`src/rtl/l1_dcache_if.sv`:
```
// Pipeline-side request/response and memory-side block transfer signals of
// the L1 data cache, bundled so the cache and its environment share one port.
interface l1_dcache_if;
  logic         proc_read;
  logic         proc_write;
  logic [29:0]  proc_addr;
  logic [31:0]  proc_wdata;
  logic         proc_stall;
  logic [31:0]  proc_rdata;
  logic         mem_read;
  logic         mem_write;
  logic [27:0]  mem_addr;
  logic [127:0] mem_wdata;
  logic         mem_ready;
  logic [127:0] mem_rdata;

  // cache side
  modport slave (
    input  proc_read, proc_write, proc_addr, proc_wdata, mem_ready, mem_rdata,
    output proc_stall, proc_rdata, mem_read, mem_write, mem_addr, mem_wdata
  );

  // pipeline + memory side
  modport master (
    output proc_read, proc_write, proc_addr, proc_wdata, mem_ready, mem_rdata,
    input  proc_stall, proc_rdata, mem_read, mem_write, mem_addr, mem_wdata
  );
endinterface

```
`src/rtl/l1_dcache.sv`:
```
// Direct-mapped, write-back, write-allocate L1 data cache, 4 words per line.
//
// state     | meaning
// ----------+---------------------------------------------------------------
// IDLE      | serving hits; a miss stalls and picks WRITEBACK or ALLOCATE
// WRITEBACK | dirty victim line is being written to memory
// ALLOCATE  | requested line is being fetched from memory
module l1_dcache #(
  parameter int IDX_W = 3
) (
  input logic        i_clk,
  input logic        rst_n,
  l1_dcache_if.slave bus
);
  localparam int LINES = 1 << IDX_W;
  localparam int TAG_W = 28 - IDX_W;

  typedef enum logic [1:0] {IDLE, WRITEBACK, ALLOCATE} state_t;

  state_t state_q, state_d;

  logic [LINES-1:0] valid_q, dirty_q;
  logic [TAG_W-1:0] tag_q  [LINES];
  logic [127:0]     data_q [LINES];

  logic [1:0]       off;
  logic [IDX_W-1:0] idx;
  logic [TAG_W-1:0] tag_in;
  logic             req, hit, fill_done;
  logic [31:0]      sel_word;
  logic [127:0]     merged_line;

  assign off       = bus.proc_addr[1:0];
  assign idx       = bus.proc_addr[IDX_W+1:2];
  assign tag_in    = bus.proc_addr[29:IDX_W+2];
  assign req       = bus.proc_read | bus.proc_write;
  assign hit       = req & valid_q[idx] & (tag_q[idx] == tag_in);
  assign fill_done = (state_q == ALLOCATE) & bus.mem_ready;
  assign sel_word  = data_q[idx][{off, 5'b0} +: 32];

  // store data merged into the selected word of the indexed line
  always_comb begin
    merged_line = data_q[idx];
    merged_line[{off, 5'b0} +: 32] = bus.proc_wdata;
  end

  // state register; reset aborts any miss in flight
  always_ff @(posedge i_clk or negedge rst_n) begin
    if (!rst_n) state_q <= IDLE;
    else        state_q <= state_d;
  end

  // next-state selection
  always_comb begin
    state_d = state_q;
    case (state_q)
      IDLE:      if (req && !hit)
                   state_d = (valid_q[idx] && dirty_q[idx]) ? WRITEBACK : ALLOCATE;
      WRITEBACK: if (bus.mem_ready) state_d = ALLOCATE;
      ALLOCATE:  if (bus.mem_ready) state_d = IDLE;
      default:   state_d = IDLE;
    endcase
  end

  // outputs decoded from the registered state; everything zero unless qualified
  always_comb begin
    bus.proc_stall = 1'b0;
    bus.proc_rdata = '0;
    bus.mem_read   = 1'b0;
    bus.mem_write  = 1'b0;
    bus.mem_addr   = '0;
    bus.mem_wdata  = '0;
    case (state_q)
      IDLE: begin
        bus.proc_stall = req & ~hit;
        if (hit && !bus.proc_write) bus.proc_rdata = sel_word;
      end
      WRITEBACK: begin
        bus.proc_stall = 1'b1;
        bus.mem_write  = 1'b1;
        bus.mem_addr   = {tag_q[idx], idx};
        bus.mem_wdata  = data_q[idx];
      end
      ALLOCATE: begin
        bus.proc_stall = 1'b1;
        bus.mem_read   = 1'b1;
        bus.mem_addr   = bus.proc_addr[29:2];
      end
      default: ;
    endcase
  end

  // line status bits; reset invalidates everything and drops dirty data
  always_ff @(posedge i_clk or negedge rst_n) begin
    if (!rst_n) begin
      valid_q <= '0;
      dirty_q <= '0;
    end else if (fill_done) begin
      valid_q[idx] <= 1'b1;
      dirty_q[idx] <= 1'b0;
    end else if (state_q == IDLE && hit && bus.proc_write) begin
      dirty_q[idx] <= 1'b1;
    end
  end

  // tag and data storage: line fill from memory or store-hit word merge
  always_ff @(posedge i_clk) begin
    if (fill_done) begin
      data_q[idx] <= bus.mem_rdata;
      tag_q[idx]  <= tag_in;
    end else if (state_q == IDLE && hit && bus.proc_write) begin
      data_q[idx] <= merged_line;
    end
  end
endmodule

```
`src/flat_wrapper.sv`:
```
// flat-port wrapper written by rule: the top's interface ports become plain ports
module l1_dcache_flat 
#(
  parameter int IDX_W = 3
)
  (i_clk, rst_n, bus_proc_read, bus_proc_write, bus_proc_addr, bus_proc_wdata, bus_mem_ready, bus_mem_rdata, bus_proc_stall, bus_proc_rdata, bus_mem_read, bus_mem_write, bus_mem_addr, bus_mem_wdata);
  l1_dcache_if bus_i ();
  input logic i_clk;
  input logic rst_n;
  input wire logic [$bits(bus_i.proc_read)-1:0] bus_proc_read;
  input wire logic [$bits(bus_i.proc_write)-1:0] bus_proc_write;
  input wire logic [$bits(bus_i.proc_addr)-1:0] bus_proc_addr;
  input wire logic [$bits(bus_i.proc_wdata)-1:0] bus_proc_wdata;
  input wire logic [$bits(bus_i.mem_ready)-1:0] bus_mem_ready;
  input wire logic [$bits(bus_i.mem_rdata)-1:0] bus_mem_rdata;
  output wire logic [$bits(bus_i.proc_stall)-1:0] bus_proc_stall;
  output wire logic [$bits(bus_i.proc_rdata)-1:0] bus_proc_rdata;
  output wire logic [$bits(bus_i.mem_read)-1:0] bus_mem_read;
  output wire logic [$bits(bus_i.mem_write)-1:0] bus_mem_write;
  output wire logic [$bits(bus_i.mem_addr)-1:0] bus_mem_addr;
  output wire logic [$bits(bus_i.mem_wdata)-1:0] bus_mem_wdata;
  assign bus_i.proc_read = bus_proc_read;
  assign bus_i.proc_write = bus_proc_write;
  assign bus_i.proc_addr = bus_proc_addr;
  assign bus_i.proc_wdata = bus_proc_wdata;
  assign bus_i.mem_ready = bus_mem_ready;
  assign bus_i.mem_rdata = bus_mem_rdata;
  assign bus_proc_stall = bus_i.proc_stall;
  assign bus_proc_rdata = bus_i.proc_rdata;
  assign bus_mem_read = bus_i.mem_read;
  assign bus_mem_write = bus_i.mem_write;
  assign bus_mem_addr = bus_i.mem_addr;
  assign bus_mem_wdata = bus_i.mem_wdata;
  l1_dcache #(.IDX_W(IDX_W)) u_core (.i_clk(i_clk), .rst_n(rst_n), .bus(bus_i));
endmodule
```
`config.mk`:
```
export PLATFORM = sky130hd
export DESIGN_NAME = l1_dcache_flat
export DESIGN_NICKNAME = d
export VERILOG_FILES = /design/src/rtl/l1_dcache_if.sv /design/src/rtl/l1_dcache.sv /design/src/flat_wrapper.sv
export SDC_FILE = /design/constraint.sdc
export NUM_CORES = 1
export LEC_CHECK = 0
export BUFFER_PORTS_ARGS = -buffer_cell sky130_fd_sc_hd__buf_2
export CAP_MARGIN = 20
export CORE_UTILIZATION = 55
export CTS_BUF_LIST = sky130_fd_sc_hd__clkbuf_8
export CTS_CLUSTER_DIAMETER = 150
export CTS_CLUSTER_SIZE = 12
export DETAILED_ROUTE_END_ITERATION = 10
export PLACE_DENSITY = 0.78
export SLEW_MARGIN = 20
export SYNTH_ARGS = -nofsm -noshare
export SYNTH_HDL_FRONTEND = slang
export SYNTH_SLANG_ARGS = --single-unit
```
`constraint.sdc`:
```
create_clock -name i_clk -period 17.6 [get_ports i_clk]
set_input_delay 2.64 -clock i_clk [delete_from_list [all_inputs] [get_ports i_clk]]
set_output_delay 2.64 -clock i_clk [all_outputs]
set_load 0.005 [all_outputs]
```
==> impl_metrics.tcl, run 1 <==
set metrics [dict create \
    dieHeight_um 308 \
    synth_seq_cells 1242 \
    worstSetupStartpointType "input port" \
    grt_setup_unrepaired "no" \
    first_global_vias 31137 \
    drive_above_1_share_pct 25.1 \
    finalHoldViolations 0 \
    hold_path_class "flip-flop to flip-flop" \
    tns_ps 0 \
    clock.fmax_ghz 0.101 \
    reg2reg_from "u_core.tag_q[0][4]" \
    synth_area_leaders "edfxtp_1 71%, mux4_2 3.1%, mux2_4 2.9%" \
    min_delay_worst_endpoint "u_core.valid_q[5]" \
    port_buffers 385 \
    grt_max_degree 123 \
    post_cts.repair.setup_buffers 0 \
    core_mm2 0.0922 \
    cp.arrival_ps 7310 \
    grt_usage_pct 31.1 \
    final_nets 3746 \
    hpwl_um 90300 \
    drcViolationCount 0 \
    grt_pass1_wl_um 213000 \
    drt-pass1-iter-count 7 \
    synth_cell_types 62 \
    slew_viol_final 0 \
    worstMarginPinSlew_ps 1250 \
    synth_top_area_share_pct 71.3 \
    maxCapViolCount 0 \
    ctsHtreeMaxLevel 3 \
    period_minus_slack_ps 9950 \
    viasPerCell 6.71 \
    start_util_pct 55.9 \
    final_area_mm2 0.0567 \
    synth-seq-area-share_pct 72.2 \
    num_rows 111 \
    worstSetupPathType "input port to output pin" \
    status "completed" \
    yosys_warnings 0 \
    syn-cell-area_mm2 0.0515 \
    cts_tree "done" \
    ir_worst_vdd_v 0.0000593 \
    synth_nets 3386 \
    worst-r2r-setup-slack_ps 11430 \
    p_per_area_mw_per_mm2 97.1 \
    crit_path_end_kind "output pin" \
    grt.busiest_layer "met2" \
    clk_latency_ps 780 \
    period_share_pct 56.5 \
    stdcell_count 4830 \
    ctsLongestPathBuffers 3 \
    p_total_mw 5.50 \
    fin_ws_ps 7650 \
    crit_required_ps 14960 \
    drt-initial-drc-count 4525 \
    place_congestion 0.853 \
    io_pins 386 \
    die-area_mm2 0.0949 \
    clk_pin_slew_ps 80 \
    synth_area_per_cell_um2 16.2 \
    grtUsageMet3_pct 8.04 \
    wl_per_cell_um 31.1 \
    met2_usage_pct 47.8 \
    critPathMaxFanout 54 \
    area_delta_synth_final_pct 9.97 \
    antenna_found_initial 12 \
    cts_resized 0 \
    finalSetupViolations 0 \
    yosys.area.top_type "edfxtp_1" \
    wirelength_um 150000 \
    p_leak_nw 19.3 \
    fillers 6649 \
    synth_cells 3182 \
    placed_cell_area_mm2 0.0549 \
    cts_inserted_buffers 113 \
    dp_cells 4669 \
    cts_root_buf "clkbuf_8" \
    synth_enable_flop_cells 1224 \
    antenna_left 0 \
    r2r_cells 11 \
    min_path_cells 1 \
    fin_skew_ps 66.3 \
    relSlewSlack_pct 16.8 \
    fp.dieW_um 308 \
    globalRouteOverflowTotal 0 \
    grtUsageMet1_pct 42.5 \
    numClockSinks 1242 \
    num_vias 32401 \
    rr_endpoint "u_core.data_q[4][23]" \
    hold_start "u_core.valid_q[5]" \
    synth-main-ff-cell "edfxtp_1" \
    pre_cts_ws_ps 7750 \
    synthArstFlopShare_pct 1.45 \
    holdBufCountCts 0 \
]
[logic make-up after synthesis]
logic type,count (synthesis),synth area share [%]
and+or+nand+nor,595,5.28
DFF,1242,72.2
muxes,393,10.6
buffers and inverters,242,2.11
AOI/OAI and AO/OA,688,9.33
xor gates and xnor gates,13,0.221
adders and majority gates,9,0.219
[cells in the final DEF, fill, tap and decap left out, types with 11 or more instances in the layout]
cell,n
a222oi_1,32
a221o_1,42
mux2i_1,99
a21oi_1,73
buf_2,382
nor2_1,223
a31oi_1,11
edfxtp_1,1224
nor2b_1,20
and4_1,20
nand2_1,191
a22o_1,27
o22ai_1,19
a221oi_1,67
mux2_2,87
and3_1,43
and2_1,19
mux4_2,71
o21ai_0,178
mux2_4,100
dfrtp_1,18
inv_1,48
mux2_1,36
a22oi_1,197
or2_2,11
buf_4,78
clkbuf_8,115
[sequential cells by signal, indices dropped and copies added (netlist names), named ones only]
register        cells
u_core.tag_q      200
u_core.data_q    1024
u_core.valid_q      8
u_core.state_q      2
[cells in the mapped netlist (15+ instances only)]
cell type  count
o22ai_1       19
mux2_2        87
and3_1        44
clkbuf_1     142
and4_1        20
mux2i_1       99
o21ai_0      178
mux4_2        71
a21oi_1       78
a22o_1        27
a221oi_1      67
nor2_1       231
mux2_1        36
mux2_4       100
buf_1         15
nor2b_1       22
nor3_1        16
a222oi_1      32
inv_1         18
a221o_1       42
dfrtp_1       18
nand2_1      191
edfxtp_1    1224
buf_2         44
and2_1        21
a22oi_1      197
[per-stage QoR]
step	utilization, %	hold slack (ps)
6_report	61.4	478
5_1_grt	61.4	478
4_1_cts	61.4	473
3_5_place_dp	59.5	451
3_3_place_gp	59.5	445
2_1_floorplan	-	431
[worst max-delay path by stage]
stage | start | end | slack, ps | depth (start not counted)
floorplan | bus_proc_addr[4] | u_core.data_q[0][0] | 2670 | 12
global placement | bus_proc_addr[3] | bus_proc_rdata[26] | 7850 | 13
detailed placement | bus_proc_addr[3] | u_core.data_q[4][5] | 7750 | 14
CTS | bus_proc_addr[3] | bus_proc_rdata[26] | 7750 | 13
global route | bus_proc_addr[3] | bus_proc_rdata[26] | 7540 | 13
finish | bus_proc_addr[3] | bus_proc_rdata[29] | 7650 | 11
[metal layers]
| layer | vias to the layer above | routed length, um |
|---|---|---|
| li1 | 13316 | - |
| met1 | 16144 | 54100 |
| met3 | 350 | 20800 |
| met5 | - | 36 |
| met4 | 6 | 6060 |
| met2 | 2585 | 69300 |
[layout make-up]
class	instances	area [um2]	area share, %
Clock inverter	36	166	0.294
Antenna cell	9	22.5	0.0397
Inverter	22	88.8	0.157
Timing Repair Buffer	465	2580	4.56
Tap cell	1243	1560	2.74
Clock buffer	115	1580	2.79
Multi-Input combinational cell	1698	13500	23.8
Sequential cell	1242	37200	65.7
[report_power, final]
part / switching (mW) / total (mW) / internal, mW / leakage, nW
Clock: 0.919 / 1.51 / 0.593 / 1.01
Sequential: 0.0247 / 3.38 / 3.36 / 11.3
Combinational: 0.407 / 0.610 / 0.203 / 7.04
[worst max-delay path, cell delays in order]
cell and delay [ps]:
buf_4 380, buf_4 390, buf_4 600, nor2b_2 790
and2_2 330, buf_4 740, a221oi_1 230, and3_1 290
mux4_2 500, nor2_1 130, buf_2 130
Power figures use the tool's default switching activity.
==> run 2: changes to the inputs <==
==> constraint.sdc (replaced) <==
create_clock -name i_clk -period 9.39 [get_ports i_clk]
set_input_delay 1.4085 -clock i_clk [delete_from_list [all_inputs] [get_ports i_clk]]
set_output_delay 1.4085 -clock i_clk [all_outputs]
set_load 0.005 [all_outputs]
==> run 2 against run 1 <==
  * Combinational power rose by 89%
  * Final cell count barely moved
  * Routed wire length is 0.31% lower
  * Non-clock buffer count rose by 8
  * Clock power is 89% higher
  * Register-to-register slack got worse by 7100 ps
  * Sequential share of layout area is 0.19 points lower
  * Clock-buffer cell count stayed put
  * Global-route usage down 0.077 points
  * Core utilization increased by 0.18 points
  * Cell area increased by 0.29%
==> impl_metrics.tcl, run 2 (synthesized netlist as in run 1, its figures left out) <==
set metrics [dict create \
    fp.dieW_um 308 \
    crit_chain "buf_4 > buf_4 > nand2b_1 > o22ai_1 > or3_1 > a2111oi_1 > nand4b_1 > nor4_1 > nand3b_1 > buf_4 > a21oi_1 > buf_2" \
    port_buffers 385 \
    worst_path_largest_cell_delay_ps 710 \
    p_int_mw 7.79 \
    num_vias 32418 \
    start_util_pct 55.9 \
    maxCapViolCount 0 \
    antenna_found_initial 16 \
    cts_root_buf "clkbuf_8" \
    p_total_mw 10.3 \
    worstSetupStartpointType "input port" \
    wirelength_um 150000 \
    drive_above_1_share_pct 25.3 \
    numClockSinks 1242 \
    worstSetupPathType "input port to output pin" \
    die-area_mm2 0.0949 \
    drt-initial-drc-count 4683 \
    area_delta_synth_final_pct 10.3 \
    fillers 6519 \
    stdcell_count 4831 \
    holdBufCountCts 0 \
    worstMarginPinSlew_ps 1260 \
    hold_path_class "flip-flop to flip-flop" \
    drt-pass1-iter-count 6 \
    cts_tree "done" \
    cts_inserted_buffers 113 \
    first_global_vias 31231 \
    period_share_pct 77.3 \
    status "completed" \
    io_pins 386 \
    clock.fmax_ghz 0.138 \
    crit_path_end_kind "output pin" \
    period_minus_slack_ps 7260 \
    wl_per_cell_um 31.0 \
    critPathMaxFanout 33 \
    cts_resized 0 \
    dp_cells 4678 \
    hold_slack_ps 472 \
    worst_path_most_repeated_cell "buf_4" \
    finalHoldViolations 0 \
    globalRouteOverflowTotal 0 \
    comb_power_share_pct 11.2 \
    ctsHtreeMaxLevel 3 \
    final_cell_mix "1,224 x edfxtp_1, 382 x buf_2, 223 x nor2_1" \
    ctsLongestPathBuffers 3 \
    core_mm2 0.0922 \
    p_leak_nw 19.4 \
    switchingPower_mw 2.55 \
    clk_latency_ps 790 \
    pwr-share-seq_pct 61.3 \
    tns_ps 0 \
    clk_pin_slew_ps 80 \
    slew_viol_final 0 \
    reg.largest.list "u_core.data_q: 1024 flops, u_core.tag_q: 200 flops, u_core.valid_q: 8 flops" \
    relSlewSlack_pct 16.1 \
    swShare_pct 24.7 \
    drcViolationCount 0 \
    crit_required_ps 7980 \
    largest_register_ffs 1024 \
    post_cts.repair.setup_buffers 0 \
    final_nets 3754 \
    num_rows 111 \
    fin_skew_ps 81.4 \
    p_per_area_mw_per_mm2 182 \
    grt_setup_unrepaired "no" \
    place_congestion 0.829 \
    hpwl_um 87800 \
    finalSetupViolations 0 \
    antenna_left 0 \
    grt_max_degree 129 \
    cp.arrival_ps 5850 \
    ir_worst_vdd_v 0.000114 \
    fin_util_pct 61.6 \
    clock_power_share_pct 27.6 \
    final_common_cell "edfxtp_1" \
    top_register "u_core.data_q" \
    cpMaxStageDelayCell "nand2b_1" \
    dieHeight_um 308 \
    grt_pass1_wl_um 213000 \
    grt_usage_pct 31.1 \
    viasPerCell 6.71 \
]
==> run 2: worst paths after layout <==
| path | from | to | slack, ps | cells after the start |
|---|---|---|---|---|
| worst max-delay path | bus_proc_addr[3] | bus_proc_rdata[26] | 2130 | 12 |
| worst min-delay path | u_core.valid_q[0] | u_core.valid_q[0] | 470 | 1 |
| worst max register to register | u_core.tag_q[7][24] | u_core.data_q[5][125] | 4380 | 10 |
| worst min register to register | u_core.valid_q[0] | u_core.valid_q[0] | 470 | 1 |
| max in group asynchronous | rst_n | async pin | 8490 | 1 |
| min in group asynchronous | rst_n | u_core.state_q[1] | 560 | 1 |
==> run 2: critical path: cells and delay by family <==
family	cells	cell delay (ps)
AOI/OAI and AO/OA	3	1380
buffers and inverters	4	1360
and+or+nand+nor	5	1640
==> run 2: layout make-up <==
cell class	instances	area (um2)	share of cell area (%)
sequential	1242	37200	65.5
multi-input combinational	1698	13500	23.7
timing repair buffer	473	2770	4.87
clock buffer	115	1580	2.79
tap	1243	1560	2.74
clock inverter	27	148	0.260
inverter	22	88.8	0.156
antenna	11	27.5	0.0484
==> run 2: power groups by stage <==
stage                     logic [mW]  registers [mW]  clock network, mW
after CTS                       1.14            6.33               2.84
final                           1.15            6.33               2.85
after floorplan                0.642            6.48                  0
after global placement          1.11            6.45                  0
after detailed placement        1.13            6.46                  0
after global routing            1.21            6.34               3.05
==> run 2: per-layer routing <==
metal	up-vias	share of wire [%]	track usage [%]
li1	13316	-	-
met4	10	4.3	13.7
met2	2602	46	46.9
met1	16114	36	42.8
met5	-	0.042	0
met3	376	14	8.10
==> run 2: through the flow <==
| stage | instance area, um2 | setup slack (ps) |
|---|---|---|
| after global routing | 56800 | 1960 |
| after global placement | 55100 | 2270 |
| after detailed placement | 55100 | 2140 |
| after CTS | 56800 | 2230 |
| after floorplan | 51500 | -1110 |
| final | 56800 | 2130 |
